[src/rtl/fetch_pkg.sv]
// ---------------------------------------------------------------------------
// fetch_pkg
// Shared types and constants for the instruction-fetch stage.
//   PC_W       : program-counter width carried in each queue entry
//   INSTR_W    : instruction word width
//   PC_STEP    : byte increment between sequential instructions
//   fq_entry_t : {pc, instr} pair held by the fetch queue
// ---------------------------------------------------------------------------
package fetch_pkg;

  localparam int PC_W    = 32;
  localparam int INSTR_W = 32;
  localparam int PC_STEP = 4;

  typedef struct packed {
    logic [PC_W-1:0]    pc;
    logic [INSTR_W-1:0] instr;
  } fq_entry_t;

endpackage : fetch_pkg

[src/rtl/fetch_queue.sv]
// ---------------------------------------------------------------------------
// fetch_queue
// Synchronous circular-buffer FIFO of fq_entry_t.
//   clk, rst_n : clock, asynchronous active-low reset
//   i_push     : write i_entry at the tail (ignored when full without pop)
//   i_entry    : entry to write
//   i_pop      : remove the head (ignored when empty)
//   i_flush    : empty the queue; overrides push and pop
//   o_valid    : head entry is valid
//   o_head     : head entry; holds the last shown head while empty
//   o_count    : current occupancy, 0..DEPTH
// ---------------------------------------------------------------------------
module fetch_queue
  import fetch_pkg::*;
#(
  parameter int DEPTH = 2
) (
  input  logic                     clk,
  input  logic                     rst_n,
  input  logic                     i_push,
  input  fq_entry_t                i_entry,
  input  logic                     i_pop,
  input  logic                     i_flush,
  output logic                     o_valid,
  output fq_entry_t                o_head,
  output logic [$clog2(DEPTH):0]   o_count
);

  localparam int PW = $clog2(DEPTH);
  localparam int CW = PW + 1;

  fq_entry_t       r_mem [DEPTH];
  fq_entry_t       r_last;
  logic [PW-1:0]   r_rd_ptr;
  logic [PW-1:0]   r_wr_ptr;
  logic [CW-1:0]   r_count;

  logic            w_empty;
  logic            w_full;
  logic            w_do_pop;
  logic            w_do_push;

  assign w_empty   = (r_count == '0);
  assign w_full    = (r_count == CW'(DEPTH));
  assign w_do_pop  = i_pop & ~i_flush & ~w_empty;
  // A full queue can still accept a push when the head leaves in the same cycle.
  assign w_do_push = i_push & ~i_flush & (~w_full | w_do_pop);

  // NOTE: storage has no reset; it is only read while the count says the slot
  // is valid, so resetting it would add reset fan-out for no behavioural gain.
  always_ff @(posedge clk) begin
    if (w_do_push) begin
      r_mem[r_wr_ptr] <= i_entry;
    end
  end

  // NOTE: sequential state uses non-blocking assignments so every register
  // samples pre-edge values regardless of statement order.
  always_ff @(posedge clk or negedge rst_n) begin
    if (!rst_n) begin
      r_rd_ptr <= '0;
      r_wr_ptr <= '0;
      r_count  <= '0;
      r_last   <= '0;
    end else begin
      // Remember what decode is seeing so the outputs hold while empty.
      if (!w_empty) begin
        r_last <= r_mem[r_rd_ptr];
      end
      if (i_flush) begin
        r_rd_ptr <= '0;
        r_wr_ptr <= '0;
        r_count  <= '0;
      end else begin
        if (w_do_pop) begin
          r_rd_ptr <= r_rd_ptr + PW'(1);
        end
        if (w_do_push) begin
          r_wr_ptr <= r_wr_ptr + PW'(1);
        end
        case ({w_do_push, w_do_pop})
          2'b10:   r_count <= r_count + CW'(1);
          2'b01:   r_count <= r_count - CW'(1);
          default: r_count <= r_count;
        endcase
      end
    end
  end

  assign o_valid = ~w_empty;
  assign o_head  = w_empty ? r_last : r_mem[r_rd_ptr];
  assign o_count = r_count;

endmodule : fetch_queue

[src/rtl/fetch_unit.sv]
// ---------------------------------------------------------------------------
// fetch_unit
// Instruction-fetch stage in front of a combinational instruction ROM.
// Owns the PC, drives the ROM word address, buffers {pc, instr} pairs and
// hands them to decode over a valid/ready handshake. Redirects flush the queue.
//   clk, rst_n      : clock, asynchronous active-low reset
//   fetch_en        : allow fetching (0 holds the PC, queue still drains)
//   redirect_valid  : load redirect_pc this cycle, flush queue
//   redirect_pc     : redirect target (bits [1:0] ignored)
//   imem_addr       : ROM word address = pc[AW+1:2]
//   imem_q          : ROM data for imem_addr, same cycle
//   out_valid/ready : decode handshake
//   out_instr/pc    : queue head
//   fq_count        : queue occupancy
// ---------------------------------------------------------------------------
module fetch_unit
  import fetch_pkg::*;
#(
  parameter int             N        = PC_W,
  parameter int             AW       = 10,
  parameter int             DEPTH    = 2,
  parameter logic [N-1:0]   RESET_PC = '0
) (
  input  logic                     clk,
  input  logic                     rst_n,
  input  logic                     fetch_en,
  input  logic                     redirect_valid,
  input  logic [N-1:0]             redirect_pc,
  output logic [AW-1:0]            imem_addr,
  input  logic [INSTR_W-1:0]       imem_q,
  output logic                     out_valid,
  input  logic                     out_ready,
  output logic [INSTR_W-1:0]       out_instr,
  output logic [N-1:0]             out_pc,
  output logic [$clog2(DEPTH):0]   fq_count
);

  localparam int           CW        = $clog2(DEPTH) + 1;
  localparam logic [N-1:0] ALIGN_MSK = ~N'(3);
  localparam logic [N-1:0] PC_RESET  = RESET_PC & ALIGN_MSK;

  logic [N-1:0]   r_pc;
  logic [N-1:0]   w_redirect_pc;
  logic           w_q_valid;
  logic [CW-1:0]  w_q_count;
  fq_entry_t      w_push_entry;
  fq_entry_t      w_head;
  logic           w_deq;
  logic           w_can_enq;
  logic           w_enq;

  assign w_redirect_pc = redirect_pc & ALIGN_MSK;

  assign w_deq     = w_q_valid & out_ready;
  assign w_can_enq = (w_q_count < CW'(DEPTH)) | w_deq;
  assign w_enq     = fetch_en & ~redirect_valid & w_can_enq;

  always_ff @(posedge clk or negedge rst_n) begin
    if (!rst_n) begin
      r_pc <= PC_RESET;
    end else if (redirect_valid) begin
      r_pc <= w_redirect_pc;
    end else if (w_enq) begin
      r_pc <= r_pc + N'(PC_STEP);
    end
  end

  // Upper PC bits simply drop off, so the ROM address wraps at 2^AW words.
  assign imem_addr = r_pc[AW+1:2];

  assign w_push_entry.pc    = r_pc;
  assign w_push_entry.instr = imem_q;

  fetch_queue #(
    .DEPTH (DEPTH)
  ) u_fetch_queue (
    .clk     (clk),
    .rst_n   (rst_n),
    .i_push  (w_enq),
    .i_entry (w_push_entry),
    .i_pop   (w_deq),
    .i_flush (redirect_valid),
    .o_valid (w_q_valid),
    .o_head  (w_head),
    .o_count (w_q_count)
  );

  assign out_valid = w_q_valid;
  assign out_instr = w_head.instr;
  assign out_pc    = w_head.pc;
  assign fq_count  = w_q_count;

endmodule : fetch_unit

[config.mk]
export PLATFORM = sky130hd
export DESIGN_NAME = fetch_unit
export DESIGN_NICKNAME = d
export VERILOG_FILES = /design/src/rtl/fetch_pkg.sv /design/src/rtl/fetch_queue.sv /design/src/rtl/fetch_unit.sv
export SDC_FILE = /design/constraint.sdc
export NUM_CORES = 1
export LEC_CHECK = 0
export BUFFER_PORTS_ARGS = -buffer_cell sky130_fd_sc_hd__buf_2
export CORE_ASPECT_RATIO = 1.75
export CORE_MARGIN = 2
export CORE_UTILIZATION = 50
export CTS_CLUSTER_SIZE = 16
export DETAILED_ROUTE_END_ITERATION = 10
export PLACE_DENSITY_LB_ADDON = 0.12
export SLEW_MARGIN = 20
export SYNTH_ARGS = -nofsm -noshare
export SYNTH_HDL_FRONTEND = slang
export SYNTH_SLANG_ARGS = --single-unit
[constraint.sdc]
create_clock -name clk -period 6.2 [get_ports clk]
set_input_delay 0.93 -clock clk [delete_from_list [all_inputs] [get_ports clk]]
set_output_delay 0.93 -clock clk [all_outputs]
set_load 0.01 [all_outputs]
# [Yosys cells after proc, flatten, opt, wreduce, memory -nomap -nowiden]
# Memories as Yosys holds them, arrays and structs flattened.
# Index checks and enable logic that the tools add are counted.
[classes] n_addsub=5 order_cmp=1 n_eq_ne=3 n_mux=11 bitwise_logic=12 reduce_logical=5
[ops] operator="$mux W32" count=2
[ops] operator="$mux W64" count=1
[ops] operator="$add A32 B3 Y32 const B" count=1
[ops] operator="$and A1 B1 Y1" count=7
[ops] operator="$mux W1" count=6
[ops] operator="$reduce_bool A2 Y1" count=3
[ops] operator="$eq A2 B2 Y1 const B" count=2
[ops] operator="$pmux W2 S2" count=1
[ops] operator="$not A1 Y1" count=3
[ops] operator="$reduce_bool A3 Y1" count=1
[ops] operator="$add A1 B1 Y1 const B" count=2
[ops] operator="$add A2 B1 Y2 const B" count=1
[ops] operator="$eq A2 B1 Y1 const B" count=1
[ops] operator="$logic_not A2 Y1" count=1
[ops] operator="$lt A2 B2 Y1 const B" count=1
[ops] operator="$mux W2" count=1
[ops] operator="$or A1 B1 Y1" count=2
[ops] operator="$sub A2 B1 Y2 const B" count=1
[totals] reg_bits=100 mem_bits_rw=128 out_inout_bits=77 elab_cells=44 mem_count=1
[memory_table] memory="u_fetch_queue.r_mem" depth=2 word_bits=64 read_ports=1 rd_clocked_by_memory_dff=0 wr=1 line="fetch_queue.sv:32" text="fq_entry_t r_mem [DEPTH];"

# [Logic depth before layout (Yosys ltp)]
# Gate-level depths: netlist of run 1.
[depth] word_depth=10 mapped_depth=6 depth_no_buf=5

# [Modules after synthesis]
# A second synthesis of run 1 with hierarchy kept.
[hier_totals] hier_cells=633 hier_area_um2=9501.6
[modules_own_cells] mod="fetch_queue" instances=1 cells_each=431 area_each_um2=7677.4 seq_area_each_um2=5545.3
[modules_own_cells] mod="fetch_unit" instances=1 cells_each=202 area_each_um2=1824.2 seq_area_each_um2=750.7

# [Least setup slack after synthesis of run 1]
# OpenSTA, ideal clock, no wires.
[synth_timing] path_type="in2reg" start="in redirect_valid" end="mem u_fetch_queue.r_mem[1][0] in the netlist's numbering, enable pin" setup_ns=0.571 arrival_ns=6.098 required_time_ns=5.629 slack_ns=-0.469 path_stages=4 path_buffers=3 cell_sequence="clkbuf_1 > buf_1 > clkbuf_1 > nor3b_1"
[synth_between] elab_chain_cells=7 elab_cells_between_ends=10
[synth_lines] element="start, declared" line="fetch_unit.sv:27" text="input logic redirect_valid,"
[synth_lines] element="$not A1 Y1 *" line="fetch_queue.sv:45, fetch_queue.sv:47, fetch_unit.sv:56"
[synth_lines] element="$and A1 B1 Y1 (on tied branches) (2 in series)" line="fetch_unit.sv:56, fetch_queue.sv:45"
[synth_lines] element="$and A1 B1 Y1 or $or A1 B1 Y1 (tied branches)" line="fetch_queue.sv:47" text="assign w_do_push = i_push & ~i_flush & (~w_full | w_do_pop);"
[synth_lines] element="$and A1 B1 Y1 *" line="fetch_queue.sv:47"
[synth_lines] element="$mux W1 *" line="fetch_queue.sv:52" text="if (w_do_push) begin"
[synth_lines] element="$mux W1 (implied by the code) *" line="fetch_queue.sv:53" text="r_mem[r_wr_ptr] <= i_entry;"
[synth_lines] element="end, declared" line="fetch_queue.sv:32"
# Every way passes the cells marked *; elsewhere a longest branch is shown, timed or not.

# [Worst setup path after layout of run 1]
[layout_timing] start="reg u_fetch_queue.r_rd_ptr" end="out out_pc[19]"
[layout_between] elab_chain_cells=2
[layout_lines] element="start, declared" line="fetch_queue.sv:34" text="logic [PW-1:0] r_rd_ptr;"
[layout_lines] element="start signal, assigned" line="fetch_queue.sv:76" text="r_rd_ptr <= r_rd_ptr + PW'(1);"
[layout_lines] element="$mem_v2 Z2 W64"
[layout_lines] element="$mux W64" line="fetch_queue.sv:91" text="assign o_head = w_empty ? r_last : r_mem[r_rd_ptr];"
[layout_lines] element="end, declared" line="fetch_unit.sv:34" text="output logic [N-1:0] out_pc,"
# No other way between the ends.

==> flow_summary.ini, run 1 <==
[clock_network]
cts-resized-gates = 0
cts_inserted_buffers = 21
clkLatencyLatePin_ps = 480
cts_tree = done
hold_buffers = 0
cts_setup_buffers = 0
clk_path_buf_depth = 3
h-tree-depth = 1
root_buffer = clkbuf_16
clock_sinks = 222
clk_pin_slew_ps = 70

[floorplanning]
start_util_pct = 51.0
std_cell_rows = 64
die_y_um = 180
core_um2 = 17500
io_pins = 146
die-area_um2 = 18900
dieWidth_um = 105

[timing]
min_period_ps = 3490
rsz0062_at_grt = no
fmax_ghz = 0.286
clock_skew_ps = 6.31
setup_viol_count_final = 0
slew_headroom_pct = 31.3
tns_ps = 0
setup_ws_ps = 2710
worstMarginPinSlew_ps = 1020
finalCritPeriodShare_pct = 56.4
drv_slew = 0
hold_violations = 0

[worst_setup_path]
critical_path_arrival_ps = 2560
startpoint = u_fetch_queue.r_rd_ptr
cp_max_fo = 38
startpoint_type = flop
worstPathRequired_ps = 5270
reg2reg_slack_ps = 3880
r2r_start = u_fetch_queue.o_count[1]
slowest_delay_ps = 880
critical_path_class = flop to output port
r2r-end = u_fetch_queue.r_mem[1][61]
path_cells = buf_4 > mux2i_1 > o21ai_0 > buf_2
end_kind = output port
reg2regPathDepth = 4
critPathSlowestCell = dfrtp_4

[routing]
vias_per_cell = 5.45
drtIter0Drc = 293
drc_errors = 0
via_count = 5717
postRouteAntennaNets = 0
dr.pass1.iters = 4
finalWirelength_mm = 19.1
wl_per_cell_um = 18.2

[finish]
synthToLayoutAreaGrowth_pct = 17.2
fin_area_um2 = 10400
drive_above_1_share_pct = 23.6
nets = 874
diodes = 0

[place]
dp_hpwl_mm = 12.4
gp_congestion = 0.892
dpl_cell_area_um2 = 9770
port_buffers = 143
place_ws_ps = 3130

[power]
ir_drop_uv = 196
leakagePower_nw = 4.09
p_int_mw = 2.62
pwr-share-comb_pct = 15.0
pwr-share-clk_pct = 33.3
p_switching_mw = 0.948
p_sw_share_pct = 26.6
seqPwrFrac_pct = 51.7
power.density_nw_per_um2 = 342

[outcome]
outcome = finished clean

[synthesis]
syn_area_per_cell_um2 = 13.1
syn_inst = 677
synth_seq_cells = 222
async_flop_share_pct = 44.1
synthFlopType = edfxtp_1
seq_area_frac_synth_pct = 69.4
yosys_warnings = 0
synth-edff-count = 124
synth_area_um2 = 8900
synth_cell_types = 43
syn-num-nets = 747

[global_route]
grt_pass1_vias = 5899
grt_util_all_layers_pct = 20.2
grt_first_pass_wirelength_mm = 30.4
grt_overflow = 0
grt_max_degree = 124
antenna_found_initial = 0

[hold_path]
hp-class = primary input to asynchronous set/reset pin

[flow_run]
max_cap_violations = 0
-- power by group through the flow --
stage / Clock (mW) / Combinational (mW) / Sequential (mW)
floorplan: 0 / 0.331 / 1.83
global placement: 0 / 0.521 / 1.86
detailed placement: 0 / 0.538 / 1.87
CTS: 1.22 / 0.539 / 1.84
global route: 1.28 / 0.594 / 1.86
finish: 1.19 / 0.534 / 1.84
-- worst max-delay path: cells and delay by family (launching register included) --
kind            cells  cell delay, ps
compound gates      1             310
mux                 1             130
flops               1             880
buf+inv             2             750
-- kinds of logic after synthesis --
family | share of synthesized area [%]
simple gates | 11.7
xor+xnor | 0.886
fa+ha+maj | 0.141
flops | 69.4
compound gates | 8.01
mux | 7.09
buf+inv | 2.74
-- per-stage QoR --
stage | hold slack [ps] | util [%] | power [mW] | std cells
detailed placement | 466 | 56.0 | 2.41 | 1011
finish | 475 | 59.8 | 3.57 | 1049
CTS | 480 | 59.6 | 3.61 | 1048
global placement | 461 | 56.0 | 2.38 | 1011
floorplan | 440 | - | 2.16 | 677
global route | 505 | 59.8 | 3.73 | 1049
-- cells in the mapped netlist, drive strengths merged, types with 4 or more instances --
library cell,n,area [um^2]
a21oi,4,20.0
a22oi,7,52.6
a31oi,6,37.5
and2,5,31.3
and3,4,25.0
buf,17,109
clkbuf,29,109
dfrtp,98,2450
edfxtp,124,3720
inv,6,22.5
mux2i,63,631
nand2,90,338
nand3,26,140
nand4,20,125
nor2,17,63.8
nor2b,10,62.6
nor3,7,40.0
nor3b,4,30.0
nor4,8,50.1
o21ai,72,360
o311ai,10,87.6
o31ai,13,97.6
or2,5,31.3
or4,8,63.8
xor2,6,52.6
-- per-layer routing --
metal	vias up	track usage, %	part of all wire (%)
met5	-	0	0
met3	35	2.75	4.2
met2	165	37.6	54
li1	2756	-	-
met4	0	7.79	3.0
met1	2761	23.4	38
-- cell usage in the layout, fill, tap and decap left out, types with 6 or more instances in the layout --
cell type	instances
xor2_1	6
o311ai_0	10
o31ai_1	13
dfrtp_1	97
a22oi_1	7
nand4_1	20
nor2b_1	10
nor2_1	16
clkbuf_16	21
a31oi_1	6
inv_1	6
mux2i_1	63
or4_1	7
nand2_1	90
nor4_1	8
o21ai_0	72
nand3_1	24
edfxtp_1	124
buf_2	142
buf_4	7
-- worst max-delay path by stage --
stage                                end  slack [ps]  depth (start not counted)
2_1_floorplan  u_fetch_queue.r_mem[0][0]        1730                          4
3_3_place_gp                  out_pc[20]        3140                          4
3_5_place_dp                  out_pc[20]        3130                          4
4_1_cts                       out_pc[20]        2600                          4
5_1_grt                       out_pc[19]        2520                          4
6_report                      out_pc[19]        2710                          4
-- registers in the layout, summed over array words and instances, names as in the netlist --
| name | cells |
|---|---|
| u_fetch_queue.r_mem | 124 |
| u_fetch_queue.o_count | 2 |
| u_fetch_queue.r_rd_ptr | 1 |
| r_pc | 30 |
| u_fetch_queue.r_last | 64 |
| u_fetch_queue.r_wr_ptr | 1 |
-- final cells by class --
class | count | area [um^2]
multi-input combinational | 402 | 2510
sequential | 222 | 6180
tap | 231 | 289
clock inverter | 12 | 96.3
inverter | 7 | 26.3
clock buffer | 25 | 541
fill | 1486 | 7020
timing repair buffer | 150 | 791
(Power assumes the default switching activity.)
==> run 2, diff against run 1 <==
==> constraint.sdc (replaced) <==
create_clock -name clk -period 3.11 [get_ports clk]
set_input_delay 0.4665 -clock clk [delete_from_list [all_inputs] [get_ports clk]]
set_output_delay 0.4665 -clock clk [all_outputs]
set_load 0.01 [all_outputs]
==> run 2 against run 1 <==
- combinational power is 110% higher
- clock skew increased by 11 ps
- critical path type unchanged
- setup slack got worse by 2200 ps
- clock power is 120% higher
- critical path depth is 1 higher
- sequential cell count did not move
- total power increased by 110%
- cell count increased by 0.67%
- largest power group unchanged
- design area up 1.6%
==> flow_summary.ini, run 2 (same netlist as run 1, synthesis figures left out) <==
[finish]
regMostFlops = u_fetch_queue.r_mem
synthToLayoutAreaGrowth_pct = 19.1
largest_reg_flops = 124
fin_cells = 1056
drive_above_1_share_pct = 24.5
largestRegisters = u_fetch_queue.r_mem (124), u_fetch_queue.r_last (64), r_pc (30)
fill_cells = 1461
fin_area_um2 = 10600
nets = 880
diodes = 0
final_common_cell = buf_2
layout_common_cells = buf_2 (142), edfxtp_1 (124), dfrtp_1 (97)

[global_route]
antenna_found_initial = 0
grt_overflow = 0
grt_util_all_layers_pct = 20.4
grt_pass1_vias = 6083
grt_max_degree = 70
grt_first_pass_wirelength_mm = 31.0

[routing]
top_layer_used = met4
postRouteAntennaNets = 0
wl_met1_mm = 7.44
via_count = 5859
vias_per_cell = 5.55
drc_errors = 0
drtIter0Drc = 323
finalWirelength_mm = 19.2
wl_per_cell_um = 18.2
route.met2.wl_mm = 10.2
dr.pass1.iters = 5
wl_met3_um = 972

[place]
dpl_cell_area_um2 = 9900
place_ws_ps = 788
gp_congestion = 0.910
port_buffers = 143
dp_hpwl_mm = 12.8
dp_cells = 1018

[timing]
clock_skew_ps = 17.4
rsz0062_at_grt = no
min_period_ps = 2620
worstMarginPinSlew_ps = 959
setup_viol_count_final = 0
tns_ps = 0
finalCritPeriodShare_pct = 84.2
setup_ws_ps = 492
hold_violations = 0
drv_slew = 0
slew_headroom_pct = 36.1
fmax_ghz = 0.382

[power]
p_sw_share_pct = 26.0
ir_drop_uv = 391
seqPwrFrac_pct = 49.7
p_switching_mw = 1.92
pwr-share-clk_pct = 35.3
leakagePower_nw = 4.18
p_int_mw = 5.46
pwr-share-comb_pct = 15.0
power.density_nw_per_um2 = 695

[clock_network]
cts_tree = done
clk_path_buf_depth = 3
cts_setup_buffers = 0
cts-resized-gates = 0
root_buffer = clkbuf_16
h-tree-depth = 1
clkLatencyLatePin_ps = 500
clock_sinks = 222
clk_pin_slew_ps = 60
hold_buffers = 0
cts_inserted_buffers = 21

[floorplanning]
start_util_pct = 51.0
dieWidth_um = 105
die_y_um = 180
die-area_um2 = 18900
io_pins = 146
std_cell_rows = 64
core_um2 = 17500

[worst_setup_path]
startpoint_type = flop
slowest_delay_ps = 540
worstPathRequired_ps = 2640
path_buf_inv = 2
crit_cells = 5
critPathSlowestCell = nor2_4
cp_max_fo = 22
critPathTopFamily = simple AND/OR/NAND/NOR gates
critical_path_class = flop to output port
end_kind = output port
reg2regPathDepth = 5
critical_path_arrival_ps = 2150
path_cells = nor2_4 > buf_4 > nand2_1 > o21ai_0 > buf_2

[outcome]
outcome = finished clean

[hold_path]
hp-class = primary input to asynchronous set/reset pin

[flow_run]
max_cap_violations = 0
[run 2: stage by stage]
stage	hold WS (ps)	total power, mW	utilization (%)
finish	126	7.37	60.7
global route	132	7.72	60.7
CTS	138	7.46	60.7
detailed placement	468	4.84	56.7
global placement	461	4.79	56.7
floorplan	171	4.31	-
[run 2: final timing paths]
check,start,end,slack [ps]
max in group asynchronous,rst_n,u_fetch_queue.r_last[23],2150
hold / removal,rst_n,u_fetch_queue.r_last[21],130
setup / recovery,u_fetch_queue.o_count[0],out_instr[1],490
hold reg to reg,r_pc[31],u_fetch_queue.r_mem[0][63],480
setup reg to reg,r_pc[3],r_pc[12],890
min in group clk,imem_q[9],u_fetch_queue.r_mem[1][9],150
[run 2: power by group through the flow]
stage | Combinational (mW) | Sequential [mW] | Clock (mW)
floorplan | 0.662 | 3.65 | 0
global placement | 1.09 | 3.70 | 0
detailed placement | 1.12 | 3.72 | 0
CTS | 1.12 | 3.66 | 2.67
global route | 1.23 | 3.70 | 2.78
finish | 1.11 | 3.66 | 2.60
[run 2: worst reg2reg max path: stages (launching register included)]
cell and delay, ps:
dfrtp_1 430, ha_1 190, and2_1 200, nand3_1 500, o311ai_0 520, o311ai_0 220
[run 2: final cells by class]
cell class,instances,area (um^2),area share [%]
Multi-Input combinational cell,402,2510,23.7
Clock inverter,11,140,1.32
Sequential cell,222,6180,58.3
Clock buffer,27,568,5.36
Inverter,7,26.3,0.248
Timing Repair Buffer,156,891,8.40
Tap cell,231,289,2.73
[run 2: per-layer routing]
metal  GRT usage [%]  up-vias
met5               0        -
met4            9.01        0
met3            2.97       46
met2            36.3      202
met1            24.2     2841
li1                -     2770
